<file path="src/rtl/uart_autobaud_if.sv">
// Control and result signals between the autobaud detector and its user.
// The master drives enable, arm request and the raw line; the slave reports the measurement.
interface uart_autobaud_if;
  localparam int unsigned BAUD_W = 12;

  logic              cfg_en;
  logic              start;
  logic              rxd;
  logic              busy;
  logic              done;
  logic              baud_valid;
  logic [BAUD_W-1:0] baud_16x;
  logic              err;
  logic [1:0]        err_code;

  modport master (
    output cfg_en, start, rxd,
    input  busy, done, baud_valid, baud_16x, err, err_code
  );

  modport slave (
    input  cfg_en, start, rxd,
    output busy, done, baud_valid, baud_16x, err, err_code
  );
endinterface

</file>
<file path="src/rtl/uart_autobaud.sv">
// Measures one 0x55 sync character on rxd and derives the 16x baud divider
// F_clk/(baud*16) - 2 from the span between its first and fifth falling edge.
module uart_autobaud #(
  parameter int unsigned CNT_W    = 20,
  parameter logic [11:0] RST_BAUD = 12'd0
) (
  input logic            app_clk,
  input logic            reset_n,
  uart_autobaud_if.slave bus
);

  localparam int unsigned EXT_W = CNT_W + 1;
  localparam int unsigned IDX_W = 3;
  localparam logic [CNT_W-1:0] CNT_MAX = '1;

  typedef enum logic [2:0] {
    IDLE, WAIT_HIGH, WAIT_EDGE1, MEASURE, CALC, ERROR
  } state_t;

  state_t            state, state_nxt;
  logic              rx_meta, rx_sync, rx_prev;
  logic              fall, mismatch, range_bad, at_max;
  logic [CNT_W-1:0]  cnt, cnt_nxt;
  logic [CNT_W-1:0]  prev_snap, prev_snap_nxt;
  logic [CNT_W-1:0]  t1, t1_nxt;
  logic [CNT_W-1:0]  c_total, c_total_nxt;
  logic [CNT_W-1:0]  snap, ti;
  logic [IDX_W-1:0]  edge_idx, edge_idx_nxt;
  logic [1:0]        err_pend, err_pend_nxt;
  logic [1:0]        err_code_q, err_code_nxt;
  logic [EXT_W-1:0]  diff, div;
  logic              busy_q, busy_nxt;
  logic              done_q, done_nxt;
  logic              err_q, err_nxt;
  logic              valid_q, valid_nxt;
  logic [11:0]       baud_q, baud_nxt;

  // Edge measurement and divider arithmetic
  assign fall      = rx_prev & ~rx_sync;
  assign at_max    = (cnt == CNT_MAX);
  assign snap      = cnt + CNT_W'(1);
  assign ti        = snap - prev_snap;
  assign diff      = (ti >= t1) ? (EXT_W'(ti) - EXT_W'(t1)) : (EXT_W'(t1) - EXT_W'(ti));
  assign mismatch  = diff > EXT_W'(t1 >> 2);
  assign div       = (EXT_W'(c_total) + EXT_W'(64)) >> 7;
  assign range_bad = (div < EXT_W'(3)) || (div > EXT_W'(4097));

  // State and datapath registers, synchroniser included
  always_ff @(posedge app_clk) begin
    if (!reset_n) begin
      state      <= IDLE;
      rx_meta    <= 1'b1;
      rx_sync    <= 1'b1;
      rx_prev    <= 1'b1;
      cnt        <= '0;
      prev_snap  <= '0;
      t1         <= '0;
      c_total    <= '0;
      edge_idx   <= '0;
      err_pend   <= 2'b00;
      err_code_q <= 2'b00;
      busy_q     <= 1'b0;
      done_q     <= 1'b0;
      err_q      <= 1'b0;
      valid_q    <= 1'b0;
      baud_q     <= RST_BAUD;
    end else begin
      state      <= state_nxt;
      rx_meta    <= bus.rxd;
      rx_sync    <= rx_meta;
      rx_prev    <= rx_sync;
      cnt        <= cnt_nxt;
      prev_snap  <= prev_snap_nxt;
      t1         <= t1_nxt;
      c_total    <= c_total_nxt;
      edge_idx   <= edge_idx_nxt;
      err_pend   <= err_pend_nxt;
      err_code_q <= err_code_nxt;
      busy_q     <= busy_nxt;
      done_q     <= done_nxt;
      err_q      <= err_nxt;
      valid_q    <= valid_nxt;
      baud_q     <= baud_nxt;
    end
  end

  // Next-state; losing cfg_en returns to IDLE from anywhere
  always_comb begin
    state_nxt = state;
    if (!bus.cfg_en) begin
      state_nxt = IDLE;
    end else begin
      case (state)
        IDLE:       if (bus.start) state_nxt = WAIT_HIGH;
        WAIT_HIGH:  if (rx_sync)   state_nxt = WAIT_EDGE1;
        WAIT_EDGE1: if (fall)      state_nxt = MEASURE;
        MEASURE: begin
          if (at_max)                                        state_nxt = ERROR;
          else if (fall && (edge_idx != IDX_W'(1)) && mismatch) state_nxt = ERROR;
          else if (fall && (edge_idx == IDX_W'(4)))           state_nxt = CALC;
        end
        CALC:       state_nxt = range_bad ? ERROR : IDLE;
        ERROR:      state_nxt = IDLE;
        default:    state_nxt = IDLE;
      endcase
    end
  end

  // Register next values for datapath and outputs
  always_comb begin
    cnt_nxt       = cnt;
    prev_snap_nxt = prev_snap;
    t1_nxt        = t1;
    c_total_nxt   = c_total;
    edge_idx_nxt  = edge_idx;
    err_pend_nxt  = err_pend;
    err_code_nxt  = err_code_q;
    busy_nxt      = busy_q;
    done_nxt      = 1'b0;
    err_nxt       = 1'b0;
    valid_nxt     = valid_q;
    baud_nxt      = baud_q;
    if (!bus.cfg_en) begin
      busy_nxt = 1'b0;
    end else begin
      case (state)
        IDLE: begin
          if (bus.start) begin
            busy_nxt     = 1'b1;
            valid_nxt    = 1'b0;
            err_code_nxt = 2'b00;
          end
        end
        WAIT_EDGE1: begin
          if (fall) begin
            cnt_nxt       = '0;
            prev_snap_nxt = '0;
            edge_idx_nxt  = IDX_W'(1);
          end
        end
        MEASURE: begin
          cnt_nxt = snap;
          if (at_max) begin
            err_pend_nxt = 2'b01;
          end else if (fall) begin
            prev_snap_nxt = snap;
            edge_idx_nxt  = edge_idx + IDX_W'(1);
            if (edge_idx == IDX_W'(1)) t1_nxt = ti;
            else if (mismatch)         err_pend_nxt = 2'b10;
            else if (edge_idx == IDX_W'(4)) c_total_nxt = snap;
          end
        end
        CALC: begin
          if (range_bad) begin
            err_pend_nxt = 2'b11;
          end else begin
            baud_nxt  = 12'(div - EXT_W'(2));
            done_nxt  = 1'b1;
            valid_nxt = 1'b1;
            busy_nxt  = 1'b0;
          end
        end
        ERROR: begin
          err_nxt      = 1'b1;
          err_code_nxt = err_pend;
          valid_nxt    = 1'b0;
          busy_nxt     = 1'b0;
        end
        default: ;
      endcase
    end
  end

  assign bus.busy       = busy_q;
  assign bus.done       = done_q;
  assign bus.err        = err_q;
  assign bus.err_code   = err_code_q;
  assign bus.baud_valid = valid_q;
  assign bus.baud_16x   = baud_q;

endmodule
</file>
<file path="src/flat_wrapper.sv">
// flat-port wrapper written by rule: the top's interface ports become plain ports
module uart_autobaud_flat 
#(
  parameter int unsigned CNT_W    = 20,
  parameter logic [11:0] RST_BAUD = 12'd0
)
  (app_clk, reset_n, bus_cfg_en, bus_start, bus_rxd, bus_busy, bus_done, bus_baud_valid, bus_baud_16x, bus_err, bus_err_code);
  uart_autobaud_if bus_i ();
  input logic app_clk;
  input logic reset_n;
  input wire logic [$bits(bus_i.cfg_en)-1:0] bus_cfg_en;
  input wire logic [$bits(bus_i.start)-1:0] bus_start;
  input wire logic [$bits(bus_i.rxd)-1:0] bus_rxd;
  output wire logic [$bits(bus_i.busy)-1:0] bus_busy;
  output wire logic [$bits(bus_i.done)-1:0] bus_done;
  output wire logic [$bits(bus_i.baud_valid)-1:0] bus_baud_valid;
  output wire logic [$bits(bus_i.baud_16x)-1:0] bus_baud_16x;
  output wire logic [$bits(bus_i.err)-1:0] bus_err;
  output wire logic [$bits(bus_i.err_code)-1:0] bus_err_code;
  assign bus_i.cfg_en = bus_cfg_en;
  assign bus_i.start = bus_start;
  assign bus_i.rxd = bus_rxd;
  assign bus_busy = bus_i.busy;
  assign bus_done = bus_i.done;
  assign bus_baud_valid = bus_i.baud_valid;
  assign bus_baud_16x = bus_i.baud_16x;
  assign bus_err = bus_i.err;
  assign bus_err_code = bus_i.err_code;
  uart_autobaud #(.CNT_W(CNT_W), .RST_BAUD(RST_BAUD)) u_core (.app_clk(app_clk), .reset_n(reset_n), .bus(bus_i));
endmodule
</file>
<file path="config.mk">
export PLATFORM = sky130hd
export DESIGN_NAME = uart_autobaud_flat
export DESIGN_NICKNAME = d
export VERILOG_FILES = /design/src/rtl/uart_autobaud_if.sv /design/src/rtl/uart_autobaud.sv /design/src/flat_wrapper.sv
export SDC_FILE = /design/constraint.sdc
export NUM_CORES = 1
export LEC_CHECK = 0
export ABC_AREA = 0
export BUFFER_PORTS_ARGS = -buffer_cell sky130_fd_sc_hd__clkbuf_2
export CAP_MARGIN = 15
export CELL_PAD_IN_SITES_DETAIL_PLACEMENT = 1
export CELL_PAD_IN_SITES_GLOBAL_PLACEMENT = 1
export CORE_MARGIN = 5
export CORE_UTILIZATION = 43
export CTS_CLUSTER_DIAMETER = 80
export DETAILED_ROUTE_END_ITERATION = 12
export GPL_TIMING_DRIVEN = 0
export PLACE_DENSITY_LB_ADDON = 0.1
export SYNTH_ARGS = -nofsm -noshare
export SYNTH_HDL_FRONTEND = slang
export SYNTH_SLANG_ARGS = --single-unit
</file>
<file path="constraint.sdc">
create_clock -name app_clk -period 7.5 [get_ports app_clk]
set_clock_uncertainty 0.2 [all_clocks]
set_input_delay 0.75 -clock app_clk [delete_from_list [all_inputs] [get_ports app_clk]]
set_output_delay 0.75 -clock app_clk [all_outputs]
set_load 0.01 [all_outputs]
</file>
After elaboration in Yosys (flattened, before gate mapping)
Index checks and enable logic that the tools add are counted.
{ "totals": {"reg_bits": 109, "latchBits": 0, "ram_bits": 0, "mem_bits_ro": 0, "inputBits": 5, "output_inout_bits": 18, "wordCells": 108, "n_memories": 0} }
{ "classes": {"n_addsub": 7, "mul": 0, "n_div": 0, "magnitude_cmp": 4, "eq_ne": 20, "shift": 0, "n_mux": 34, "bitwise_logic": 6, "reduce_logical": 21} }
{ "ops": {"columns": ["op", "n"], "rows": [
  ["$pmux W20 S2", 2],
  ["$mux W20", 3],
  ["$sub A20 B20 Y21", 2],
  ["$mux W3", 10],
  ["$add A20 B7 Y21 const B", 1],
  ["$gt A21 B18 Y1", 1],
  ["$mux W21", 1],
  ["$add A20 B1 Y20 const B", 1],
  ["$eq A20 B20 Y1 const B", 1],
  ["$ge A20 B20 Y1", 1],
  ["$sub A20 B20 Y20", 1],
  ["$pmux W3 S5", 1],
  ["$reduce_and A3 Y1", 5],
  ["$gt A14 B13 Y1 const B", 1],
  ["$lt A14 B2 Y1 const B", 1],
  ["$mux W2", 6],
  ["$sub A12 B2 Y12 const B", 1],
  ["$reduce_and A5 Y1", 2],
  ["$eq A3 B3 Y1 const B", 3],
  ["$ne A3 B1 Y1 const B", 3],
  ["$ne A2 B1 Y1 const B", 4],
  ["$pmux W2 S2", 2],
  ["$reduce_and A4 Y1", 2],
  ["$reduce_and A7 Y1", 1],
  ["18 further kinds", 36]
]} }

Logic depth before layout (Yosys ltp)
{ "logic_depth": {"ltp_word": 10, "mapped_depth": 39} }

Worst setup path after synthesis
Ideal clock, no wire load.
{ "synth_path": {"path_kind": "reg-to-reg", "startpoint": "register u_core.cnt[0]", "endpoint": "register u_core.err_pend[1]", "t_arrival_ns": 7.285, "required_ns": 7.183, "setup_slack_ns": -0.101, "stages_incl_launch_ff": 34, "period_less_slack_ns": 7.601, "path_cell_list": "dfxtp_1 ha_1 nand3_1 or2_2 xnor2_1 ha_1 a211oi_1 nor2b_1 a211oi_1 or3_1 a21oi_1 xnor2_1 inv_1 ha_1 buf_2 and2_1 nand2_1 o211ai_1 a221oi_1 o311ai_4 buf_2 mux2i_1 o221ai_1 xor2_1 ha_1 and4_1 nand4_1 nor4_1 or3_1 nand3_1 nor4b_4 nor3_2 or3_1 a22o_1"} }
{ "synth_via": {"elab_chain_cells": 7} }
{ "synth_lines": {"columns": ["element", "line", "text"], "rows": [
  ["start: declaration", "uart_autobaud.sv:23", "logic [CNT_W-1:0] cnt, cnt_nxt;"],
  ["start signal: assignment", "uart_autobaud.sv:72", "cnt <= cnt_nxt;"],
  ["$add A20 B1 Y20 *", "uart_autobaud.sv:41", "assign snap = cnt + CNT_W'(1);"],
  ["via u_core.snap[6]", "uart_autobaud.sv:27", "logic [CNT_W-1:0] snap, ti;"],
  ["$sub A20 B20 Y20 *", "uart_autobaud.sv:42", "assign ti = snap - prev_snap;"],
  ["via u_core.ti[12]", "uart_autobaud.sv:27", null],
  ["$sub A20 B20 Y21 or $ge A20 B20 Y1 (tied branches)", "uart_autobaud.sv:43", "assign diff = (ti >= t1) ? (EXT_W'(ti) - EXT_W'(t1)) : (EXT_W'(t1) - EXT_W'(ti));"],
  ["$mux W21 *", "uart_autobaud.sv:43", null],
  ["$gt A21 B18 Y1 *", "uart_autobaud.sv:44", "assign mismatch = diff > EXT_W'(t1 >> 2);"],
  ["$ne A3 B1 Y1 (no source line) *", null, null],
  ["$reduce_and A6 Y1 (no source line) *", null, null],
  ["end signal: assignment", "uart_autobaud.sv:77", "err_pend <= err_pend_nxt;"],
  ["end: declaration", "uart_autobaud.sv:29", "logic [1:0] err_pend, err_pend_nxt;"]
]} }
Mark *: on every way through the listed nets, which the timed path passes. The rest lies on a longest branch.
A chain may end at the register's enable or synchronous reset.

Worst setup path in the final report
Ends and elaborated chain as after synthesis.

==> out/results.txt <==
clock period minus final worst setup slack - 7.90 ns
Nets - 1260
total track usage - 24.6%
Synth top area share - 24.8%
CTS tree - yes
Reg area - 0.00209 mm2
top cells by area, synth - dfxtp_1 25%, ha_1 12%, a21oi_1 5.5%
antenna violations before repair - 0
Layout area overhead - 25.0%
Setup violations, final - 19
Starting Density - 44.1%
CP max-delay cell - dfxtp_4
GRT met2 Usage - 44.4%
ys async rst share - 0%
largest family of logic cells by synthesized area - compound AO/OA/AOI/OAI gates
worst slew pin tran - 1.05 ns
Final Hold Fails - 0
vias in the first global route - 8291
GRT busiest layer - met2
post-synthesis register bit count - 103
critical path's largest stage delay - 0.40 ns
clock-pin slew on the worst setup and hold paths - 0.07 ns
DPL Wire Length - 19900 um
crit share post-route - 105%
fin worst setup slack - -0.400 ns
Crit path arrival time - 7.95 ns
# H-tree levels - 3
CTS Hold Bufs - 0
Core Area - 0.0189 mm2
Clock Sink Count - 103
first-pass GRT wire length - 43900 um
GPL Wtd Cong - 0.881
1st-pass router iterations - 4
DRT iter0 DRCs - 255
Max VDD drop - 0.104 mV
mux share of post-synthesis cell area - 5.25%
top-count cell post-synth - nor2_1
multi-input gate area in the final layout - 0.00639 mm2
Syn Nets - 1157
worst hold slack - 0.222 ns
CP bufs+invs - 7
required time worst endpoint - 7.55 ns
CP Launch Type - flip-flop
Syn Inst Count - 1066
Antenna Nets Post-Route - 0
Avg Synthesized Cell Area - 7.81 um2
Post-synth EDFFs - 0
RSZ-0062 raised after global routing - yes
max-slew violation count - 0
post-synthesis sequential area ratio - 24.8%
Final Util - 55.0%
largest net degree at the start of global routing - 17
antenna cells - 0
DRT Wirelength - 28000 um
f_max - 127 MHz
Synth Area in Compound Gates - 21.8%
CTS Buf Count - 9
critical path class - reg2reg
height of the die - 149 um
max-cap check violation count - 0
DRC Markers - 0
top cell family by delay on the critical path - compound AO/OA/AOI/OAI gates
Die Span X - 149 um
cell taking the most area after synthesis - dfxtp_1
yosys synthesis warning count - 0
Cell Area, Synth - 0.00832 mm2
leakage power - 4.48 nW
M1 GR Usage - 29.5%
CP max FO - 10
status - finished with violations
Wirelength per Cell - 19.5 um
Most common cell on crit path - buf_4
Port-buffer cells - 21
vias - 8153
top_reg_cell synth - dfxtp_1
row cnt - 50
pwr dens - 117 mW/mm2
gr ovfl total - 0
commonest cells in the netlist - 113 x nor2_1, 103 x dfxtp_1, 95 x nand2_1, 91 x a21oi_1, 83 x ha_1
IO Pins - 23
via-per-instance ratio - 5.69
R2R setup slack - -0.40 ns
Synth Area in Simple Gates - 20.9%
fraction of layout cells with a size suffix above 1 - 20.8%
Slew headroom - 29.5%
Worst-Skew Late Latency - 0.36 ns
Clock Path Buffers - 2
total power - 1.22 mW
Hold Path Class - reg2reg
Fillers - 2300
xor and xnor area share after synthesis - 7.89%
Post-Synth Adder-Cell Area - 13.2%
violated checks - setup timing
Netlist cell types - 72
CP endpoint kind - flip-flop
M3 GR Usage - 2.01%
die area - 0.0222 mm2
clk root buf - clkbuf_16
kinds of logic (layout without fill, tap and decap cells):
family | after synthesis | in the layout
AOI/OAI and AO/OA | 274 | 274
and+or+nand+nor | 357 | 357
buffers and inverters | 128 | 236
adders and majority gates | 86 | 86
muxes | 43 | 43
DFF | 103 | 103
xor gates and xnor gates | 75 | 75
per-stage QoR:
stage                     setup TNS (ns)  instance area, um2  std cells  worst slack (ns)
after floorplan                        0                8330       1066            0.0254
after global placement            -38.59                8760       1347             -2.12
after detailed placement          -41.65                8760       1347             -2.29
after CTS                          -3.03               10000       1419            -0.204
after global routing              -12.23               10400       1434            -0.726
final                              -6.54               10400       1434            -0.400
cell usage in the layout, fill, tap and decap left out, drive strengths merged, types with 4 or more instances in the layout:
master and instances:
a211oi 10, a21boi 4, a21o 15, a21oi 92, a221oi 5, a22oi 29
a31o 4, a31oi 10, and2 10, and3 11, and4 8, buf 95
clkbuf 65, dfxtp 103, ha 83, inv 70, mux2 5, mux2i 38
nand2 95, nand2b 14, nand3 33, nand3b 4, nand4 13, nor2 113
nor2b 18, nor3 17, nor3b 5, nor4 7, o2111ai 4, o211ai 5
o21a 12, o21ai 44, o21bai 7, o31ai 8, or2 4, or3 4
xnor2 44, xor2 31
timing repair:
action,4_1_cts,5_1_grt
setup endpoints to repair,19,19
gates resized for setup,102,53
cloned,1,0
pin swaps,38,37
hold endpoints to repair,0,0
buffers inserted,58,19
flip-flops by register name, summed over array words and instances (netlist names):
| signal | flops |
|---|---|
| u_core.bus.baud_16x | 12 |
| u_core.bus.done | 1 |
| u_core.bus.busy | 1 |
| u_core.rx_sync | 1 |
| u_core.err_pend | 2 |
| u_core.t1 | 20 |
| u_core.bus.baud_valid | 1 |
| u_core.rx_prev | 1 |
| u_core.cnt | 20 |
| u_core.c_total | 14 |
| u_core.bus.err_code | 2 |
| u_core.edge_idx | 3 |
| u_core.bus.err | 1 |
| u_core.prev_snap | 20 |
| u_core.state | 3 |
| u_core.rx_meta | 1 |
cell type report:
type                       count  area share, %
sequential                   103           20.1
clock inverter                 5          0.782
multi-input combinational    835           61.5
buffer                        52           2.57
inverter                      71           2.56
tap                          260           3.13
timing repair buffer          97           7.05
clock buffer                  11           2.33
worst paths after layout:
kind	start	end	cells past startpoint
max	u_core.cnt[0]	u_core.err_pend[1]	37
min	u_core.rx_meta	u_core.rx_sync	1
max reg2reg	u_core.cnt[0]	u_core.err_pend[1]	37
min reg2reg	u_core.rx_meta	u_core.rx_sync	1
per-layer routing:
metal | part of all wire (%) | up-vias | wire, um
li1 | - | 3943 | -
met5 | 0 | - | 0
met1 | 42 | 4000 | 11900
met2 | 52 | 139 | 14500
met4 | 4.0 | 0 | 1110
met3 | 2.0 | 71 | 547
where the power goes:
group          internal, mW  switching (mW)  total (mW)
Sequential            0.546         0.00115       0.547
Combinational        0.0674          0.0839       0.151
Clock                 0.302           0.218       0.520
Total                 0.916           0.303        1.22
No activity file was read; power rests on OpenSTA's default activity.
